===== config.mk =====
export PLATFORM = sky130hd
export DESIGN_NAME = mem_burst_master
export DESIGN_NICKNAME = d
export VERILOG_FILES = /design/src/rtl/cpu_mem_pkg.sv /design/src/rtl/mem_burst_master.sv
export SDC_FILE = /design/constraint.sdc
export NUM_CORES = 1
export LEC_CHECK = 0
export ABC_AREA = 1
export BUFFER_PORTS_ARGS = -buffer_cell sky130_fd_sc_hd__buf_2
export CAP_MARGIN = 20
export CELL_PAD_IN_SITES_DETAIL_PLACEMENT = 2
export CELL_PAD_IN_SITES_GLOBAL_PLACEMENT = 2
export CORE_MARGIN = 10
export CORE_UTILIZATION = 28
export CTS_BUF_LIST = sky130_fd_sc_hd__clkbuf_4 sky130_fd_sc_hd__clkbuf_8
export CTS_CLUSTER_SIZE = 14
export DETAILED_ROUTE_END_ITERATION = 7
export HOLD_SLACK_MARGIN = 0.15
export PLACE_DENSITY_LB_ADDON = 0.05
export SETUP_SLACK_MARGIN = 0.1
export SYNTH_ARGS = -nofsm -noshare
export SYNTH_HDL_FRONTEND = slang
export SYNTH_SLANG_ARGS = --single-unit
export TNS_END_PERCENT = 50

===== constraint.sdc =====
create_clock -name clk -period 1.8 [get_ports clk]
set_input_delay 0.27 -clock clk [delete_from_list [all_inputs] [get_ports clk]]
set_output_delay 0.27 -clock clk [all_outputs]
set_load 0.01 [all_outputs]

===== src/rtl/cpu_mem_pkg.sv =====
// Shared definitions for the CPU memory subsystem: default widths, depth and
// the burst master's state encoding.
package cpu_mem_pkg;

  localparam int ADDR_W_DEF = 8;
  localparam int DATA_W_DEF = 8;
  localparam int MEM_DEPTH  = 1 << ADDR_W_DEF;

  typedef enum logic [2:0] {
    ST_IDLE    = 3'd0,
    ST_WRITE   = 3'd1,
    ST_RD_ADDR = 3'd2,
    ST_RD_RSP  = 3'd3,
    ST_DONE    = 3'd4
  } mem_ms_state_t;

endpackage


===== src/rtl/mem_burst_master.sv =====
// Burst initiator for the 256x8 CPU memory: valid/ready commands in, memory
// port out, read bytes returned on a valid/ready response stream.
module mem_burst_master
  import cpu_mem_pkg::*;
#(
  parameter int ADDR_W = ADDR_W_DEF,
  parameter int DATA_W = DATA_W_DEF
) (
  input  logic              clk,
  input  logic              rst,
  input  logic              req_valid,
  output logic              req_ready,
  input  logic              req_write,
  input  logic [ADDR_W-1:0] req_addr,
  input  logic [ADDR_W-1:0] req_len,
  input  logic              wr_valid,
  output logic              wr_ready,
  input  logic [DATA_W-1:0] wr_data,
  output logic              rsp_valid,
  input  logic              rsp_ready,
  output logic [DATA_W-1:0] rsp_data,
  output logic              done,
  output logic              mem_we,
  output logic [ADDR_W-1:0] mem_addr,
  output logic [DATA_W-1:0] mem_wdata,
  input  logic [DATA_W-1:0] mem_rdata
);

  mem_ms_state_t     state_r;
  mem_ms_state_t     next_s;
  logic [ADDR_W-1:0] cur_addr_r;
  logic [ADDR_W-1:0] remaining_r;
  logic              wr_burst_r;
  logic              wr_hs_s;
  logic              rsp_hs_s;
  logic              last_s;
  logic [ADDR_W-1:0] addr_inc_s;

  // Handshake decode and next-state selection
  always_comb begin
    next_s     = state_r;
    wr_hs_s    = (state_r == ST_WRITE) && wr_valid;
    rsp_hs_s   = (state_r == ST_RD_RSP) && rsp_ready;
    last_s     = (remaining_r == '0);
    addr_inc_s = cur_addr_r + ADDR_W'(1);
    req_ready  = (state_r == ST_IDLE);
    wr_ready   = (state_r == ST_WRITE);
    case (state_r)
      ST_IDLE: begin
        if (req_valid) begin
          next_s = req_write ? ST_WRITE : ST_RD_ADDR;
        end else begin
          next_s = ST_IDLE;
        end
      end
      ST_WRITE: begin
        if (wr_hs_s && last_s) begin
          next_s = ST_DONE;
        end else begin
          next_s = ST_WRITE;
        end
      end
      ST_RD_ADDR: next_s = ST_RD_RSP;
      ST_RD_RSP: begin
        if (rsp_hs_s) begin
          next_s = last_s ? ST_DONE : ST_RD_ADDR;
        end else begin
          next_s = ST_RD_RSP;
        end
      end
      ST_DONE: next_s = ST_IDLE;
      default: next_s = ST_IDLE;
    endcase
  end

  // State, counters and all registered outputs; mem_we/done default low each cycle
  always_ff @(posedge clk) begin
    if (rst) begin
      state_r     <= ST_IDLE;
      cur_addr_r  <= '0;
      remaining_r <= '0;
      wr_burst_r  <= 1'b0;
      mem_we      <= 1'b0;
      mem_addr    <= '0;
      mem_wdata   <= '0;
      rsp_valid   <= 1'b0;
      rsp_data    <= '0;
      done        <= 1'b0;
    end else begin
      state_r <= next_s;
      mem_we  <= 1'b0;
      done    <= 1'b0;
      case (state_r)
        ST_IDLE: begin
          if (req_valid) begin
            cur_addr_r  <= req_addr;
            remaining_r <= req_len;
            wr_burst_r  <= req_write;
            if (!req_write) begin
              mem_addr <= req_addr;
            end
          end
        end
        ST_WRITE: begin
          if (wr_hs_s) begin
            mem_we      <= 1'b1;
            mem_addr    <= cur_addr_r;
            mem_wdata   <= wr_data;
            cur_addr_r  <= addr_inc_s;
            remaining_r <= remaining_r - ADDR_W'(1);
          end
        end
        ST_RD_ADDR: begin
          rsp_data  <= mem_rdata;
          rsp_valid <= 1'b1;
        end
        ST_RD_RSP: begin
          if (rsp_hs_s) begin
            rsp_valid <= 1'b0;
            if (last_s) begin
              done <= 1'b1;
            end else begin
              mem_addr    <= addr_inc_s;
              cur_addr_r  <= addr_inc_s;
              remaining_r <= remaining_r - ADDR_W'(1);
            end
          end
        end
        // Reads already pulsed done on the final handshake; writes pulse it here,
        // after the last mem_we cycle has retired.
        ST_DONE: done <= wr_burst_r;
        default: begin
          state_r <= ST_IDLE;
        end
      endcase
    end
  end

endmodule


Word level (Yosys, flattened, before mapping)
Cells that the tools add are included.

Eq/ne operators: 9. Add/subtract/negate cells: 2. Muxes and demuxes: 26. Bitwise gates (word level): 2. Reduce and logical (&&, ||, !) cells: 15.

Operators by type and width (number): two-way mux 8 bit (11); one-hot mux 8 bit (3 select lines) (3); one-hot mux 3 bit (4 select lines) (1); two-way mux 3 bit (3); adder 8 x 1 -> 8 bit (second input constant) (1); zero test 8 bit (1); != test 2 bit (second input constant) (4); subtractor 8 x 1 -> 8 bit (second input constant) (1); == test 3 x 2 -> 1 bit (second input constant) (2); AND reduction 2 bit (3); AND reduction 6 bit (1); AND reduction 5 bit (1); OR reduction 5 bit (1); two-way mux 1 bit (4); two-way mux 2 bit (2); one-hot mux 1 bit (2 select lines) (2); OR reduction 2 bit (2); == test 3 x 1 -> 1 bit (second input constant) (1); == test 3 bit (second input constant) (1); logical AND 1 bit (3); zero test 3 bit (1); nonzero test 3 bit (1); != test 2 x 1 -> 1 bit (second input constant) (1); NOT 1 bit (2); nonzero test 2 bit (1).

Logic and storage cells: 64. Input port bits: 38. Flip-flop bits (word level): 47. Output and inout port bits: 29.

Logic depth before layout (Yosys ltp)
Word-level depth: 5. Depth in mapped cells: 10. Mapped depth without buffers: 10.

Worst setup path after synthesis
OpenSTA, ideal clock, no wires.

Path kind: flip-flop to flip-flop. Start point: register remaining_r[0]. End point: register cur_addr_r[0]. Required time: 1.684 ns. Cell stages (with the launch flop): 11. Library setup time: 0.116 ns. Arrival: 1.476 ns. Slack: 0.209 ns. Clock period less this slack: 1.591 ns. Path buffers: 1. Cell sequence: dfxtp_1 inv_1 ha_1 nand2_1 nor2_1 nand4_4 nand2_4 inv_2 buf_6 nor2_1 nor2_1.

Cells in the longest elaborated chain, start to end: 3.

RTL lines: start: declaration (RTL line mem_burst_master.sv:32) `logic [ADDR_W-1:0] remaining_r;`; start signal: assignment (RTL line mem_burst_master.sv:97) `remaining_r <= req_len;`; start signal: assignment (RTL line mem_burst_master.sv:110) `remaining_r <= remaining_r - ADDR_W'(1);`; start signal: assignment (RTL line mem_burst_master.sv:125) `remaining_r <= remaining_r - ADDR_W'(1);`; zero test 8 bit (RTL line mem_burst_master.sv:44) `last_s = (remaining_r == '0);`; != test 2 bit (no line); AND reduction 5 bit (no line); end signal: assignment (RTL line mem_burst_master.sv:96) `cur_addr_r <= req_addr;`; end signal: assignment (RTL line mem_burst_master.sv:109) `cur_addr_r <= addr_inc_s;`; end signal: assignment (RTL line mem_burst_master.sv:124) `cur_addr_r <= addr_inc_s;`; end: declaration (RTL line mem_burst_master.sv:31) `logic [ADDR_W-1:0] cur_addr_r;`.

Every way passes these cells. A chain may end at the register's enable or synchronous reset.

Worst setup path in the final report
Start point: register remaining_r[1]. End point: register remaining_r[2].

Cells in the longest elaborated chain, start to end: 4. Elaborated cells between the ends (all ways): 8. Classes of those cells: add/sub (1); eq/ne (1); mux (4); reduce/logical (2).

RTL lines: subtractor 8 x 1 -> 8 bit (RTL line mem_burst_master.sv:110, mem_burst_master.sv:125); two-way mux 8 bit (RTL line mem_burst_master.sv:120) `if (last_s) begin`; two-way mux 8 bit (RTL line mem_burst_master.sv:118) `if (rsp_hs_s) begin`; one-hot mux 8 bit (3 select lines) (RTL line mem_burst_master.sv:93) `case (state_r)`.

Several ways; a longest one is shown, not always the timed one. The select of a mux whose other input is x is not followed.

==> impl_metrics.py <==
metrics = {
    "yosys": {
        "yosysTopAreaCell": "dfxtp_1",
        "avgSynthCellArea_um2": 6.61,
        "ys_warn_count": 0,
        "yosys_register_bits": 47,
        "synth_compound_area_share_pct": 12.1,
        "synthCells": 367,
        "synth_xor_area_share_pct": 1.81,
        "synth_fa_ha_area_share_pct": 1.03,
        "yosys.area.top_type_share_pct": 38.8,
        "synthMuxAreaShare_pct": 1.24,
        "synth_ff_type": "dfxtp_1",
        "yosys.area_share.simple_pct": 36.5,
        "synth.distinct_cells": 31,
        "synthTopCellsByArea": "dfxtp_1, nand2_1, nor2_1, o21ai_0, inv_1",
        "synth.most_common_cell": "nand2_1",
        "synth_area_um2": 2430,
        "synthTopCellsByCount": "nand2_1, nor2_1, dfxtp_1, inv_1, o21ai_0",
        "synth-seq-area-share_pct": 38.8,
        "synth-edff-count": 0,
        "synth_fp_nets": 407,
        "synth_top_family_by_area": "simple AND/OR/NAND/NOR gates",
        "async_flop_share_pct": 0,
    },
    "global_route": {
        "grt_use_total_pct": 13.2,
        "grt_pass1_vias": 2732,
        "antenna_found_initial": 0,
        "grt_pass1_wl_um": 14000,
        "grt_overflow": 0,
        "grt_max_degree": 20,
    },
    "cts": {
        "cts_tree": "done",
        "htreeDepth": 2,
        "clk_pin_slew_ps": 100,
        "root_buffer": "clkbuf_8",
        "numCtsBuffers": 5,
        "cts_sinks": 47,
        "cts_buffer_depth": 2,
        "worstSkewPairLatency_ps": 310,
    },
    "timing": {
        "final.period_utilization_pct": 89.3,
        "slew_violations": 0,
        "post-route-min-period_ps": 1610,
        "fin_skew_ps": 9.80,
        "worst_slack_ps": 192,
        "finalHoldViolCount": 0,
        "worst_slew_pin_slew_ps": 292,
        "setup_viol": 0,
        "fin_setup_tns_ps": 0,
        "fmax_mhz": 622,
        "rsz0062_at_grt": "yes",
        "max_slew_margin_pct": 80.5,
    },
    "setup_path": {
        "r2r-end": "remaining_r[2]$_SDFFE_PP0P_",
        "crit_family": "simple AND/OR/NAND/NOR gates",
        "crit_buf_inv": 3,
        "rr_startpoint": "remaining_r[1]$_SDFFE_PP0P_",
        "ff2ff_path_depth": 11,
        "critPathArrivalTime_ps": 1810,
        "crit_path_cell_trace": "inv_1 > ha_2 > nand2_1 > nor2_1 > buf_4 > nand4_4 > nand2_4 > buf_6 > nand2_1 > nand2_1 > a21oi_2",
        "cp.required_ps": 2000,
        "cp_slowest_stage_delay_ps": 350,
        "reg2reg_slack_ps": 190,
        "setup.worst_path.class": "reg2reg",
        "cp.depth": 11,
        "critPathMaxFanout": 8,
        "end_kind": "flip-flop",
        "critPathLaunchType": "flip-flop",
        "cp_slowest_cell": "dfxtp_2",
        "crit_top_cell": "nand2_1",
    },
    "power_and_ir_drop": {
        "ir_drop_v": 0.000422,
        "p_leak_nw": 1.58,
        "power_density_nw_per_um2": 1200,
        "fin_total_pwr_mw": 3.74,
    },
    "worst_hold_path": {
        "holdPathStages": 3,
        "hp-start": "wr_data[5]",
        "min_to": "mem_wdata[5]$_SDFFE_PP0P_",
        "hold_class": "in2reg",
    },
    "detailed_routing": {
        "routed_wl_um": 8610,
        "drt_pass1_iterations": 4,
        "drcViolationCount": 0,
        "wire_per_inst_um": 15.6,
        "drt_iter0_markers": 61,
        "ant_nets": 0,
        "vias_per_cell": 4.72,
        "via_count": 2610,
    },
    "floorplan": {
        "die_h_um": 113,
        "rows": 33,
        "core_region_area_um2": 8340,
        "dieArea_um2": 12800,
        "initial_core_util_pct": 29.1,
        "die_w_um": 113,
        "ioPinCount": 67,
    },
    "flow_run": {
        "max_cap_viol_count": 0,
    },
    "finish": {
        "final_cell_count_no_fill": 553,
        "drive_gt1_share_pct": 26.1,
        "nFillCells": 1057,
        "fin_nets": 487,
        "fin_util_pct": 37.2,
        "areaGrowthSynthToFinish_pct": 28.0,
        "diodes": 0,
    },
    "placed_design": {
        "gp_congestion": 0.739,
        "dp.cells": 540,
        "port-buffer-count": 66,
        "place_hpwl_um": 6650,
        "post-place-ws_ps": 58.4,
    },
    "outcome": {
        "outcome": "finished clean",
    },
}
## cell families (layout without fill, tap and decap cells)
kind of cell / Yosys count / count (layout)
multiplexers: 3 / 3
buffers and inverters: 49 / 130
adder cells (fa/ha/maj): 2 / 2
AND/OR/NAND/NOR: 208 / 208
flip-flops: 47 / 47
AO/OA/AOI/OAI: 53 / 53
XOR/XNOR: 5 / 5
## routing by layer
metal | share of wire [%] | global-route usage, % | up-vias
met5 | 0 | 0 | -
li1 | - | - | 1313
met2 | 50 | 23.3 | 38
met4 | 0.73 | 2.54 | 0
met3 | 4.5 | 3.38 | 5
met1 | 45 | 15.8 | 1254
## metrics by stage
stage	area (um^2)	hold slack, ps
floorplan	2430	405
global placement	2920	452
detailed placement	2920	470
CTS	3050	171
global route	3100	166
finish	3100	171
## worst max-delay path by stage
stage	from	to	slack (ps)
after floorplan	remaining_r[0]$_SDFFE_PP0P_	cur_addr_r[0]$_SDFFE_PP0P_	210
after global placement	remaining_r[0]$_SDFFE_PP0P_	mem_addr[6]$_SDFFE_PP0P_	160
after detailed placement	remaining_r[0]$_SDFFE_PP0P_	remaining_r[7]$_SDFFE_PP0P_	60
after CTS	remaining_r[0]$_SDFFE_PP0P_	cur_addr_r[3]$_SDFFE_PP0P_	100
after global routing	remaining_r[1]$_SDFFE_PP0P_	state_r[2]$_SDFF_PP0_	50
final	remaining_r[1]$_SDFFE_PP0P_	remaining_r[2]$_SDFFE_PP0P_	190
## worst min-delay path, delay by kind of cell
kind	cells	cell delay [ps]
buf+inv	1	70
simple gates	2	110
## timing repair
| item | in CTS | in global routing |
|---|---|---|
| pin swaps | 0 | 6 |
| setup endpoints to repair | 15 | 36 |
| gates resized for setup | 2 | 11 |
| setup buffers | 0 | 5 |
| hold buffers | 0 | 0 |
| gates cloned | 0 | 0 |
## power by group
part           internal [mW]  switching, mW
registers               1.24          0.173
logic                  0.560          0.905
clock network          0.458          0.405
## sequential cells by signal (all words and copies together), names as in the netlist
| register | flops |
|---|---|
| cur_addr_r | 8 |
| mem_addr | 8 |
| mem_wdata | 8 |
| remaining_r | 8 |
| rsp_data | 8 |
| state_r | 3 |
| done | 1 |
| mem_we | 1 |
| rsp_valid | 1 |
| wr_burst_r | 1 |
## final cells by class
cell class                      count  area (um^2)  share of cell area, %
Multi-Input combinational cell    271         1290                   41.6
Sequential cell                    47          945                   30.4
Timing Repair Buffer               83          465                   15.0
Inverter                           39          149                   4.80
Tap cell                          105          131                   4.23
Clock buffer                        6         82.6                   2.66
Clock inverter                      2         38.8                   1.25
## layout by cell type, fill, tap and decap left out
master	instances
a211oi_1	1
a21boi_0	1
a21oi_1	12
a21oi_2	4
a31oi_1	1
buf_2	66
buf_4	15
buf_6	2
bufinv_16	1
clkbuf_8	6
clkinv_1	1
dfxtp_1	44
dfxtp_2	3
ha_1	1
ha_2	1
inv_1	31
inv_2	6
inv_4	1
inv_6	1
mux2i_1	3
nand2_1	95
nand2_4	1
nand3_1	17
nand3_4	1
nand3b_1	1
nand4_1	3
nand4_4	1
nor2_1	80
nor2_2	3
nor2_4	4
nor3_1	1
nor3_2	1
o211ai_1	3
o21ai_0	28
o21ai_1	3
xor2_1	5
No activity file was read; power rests on OpenSTA's default activity.
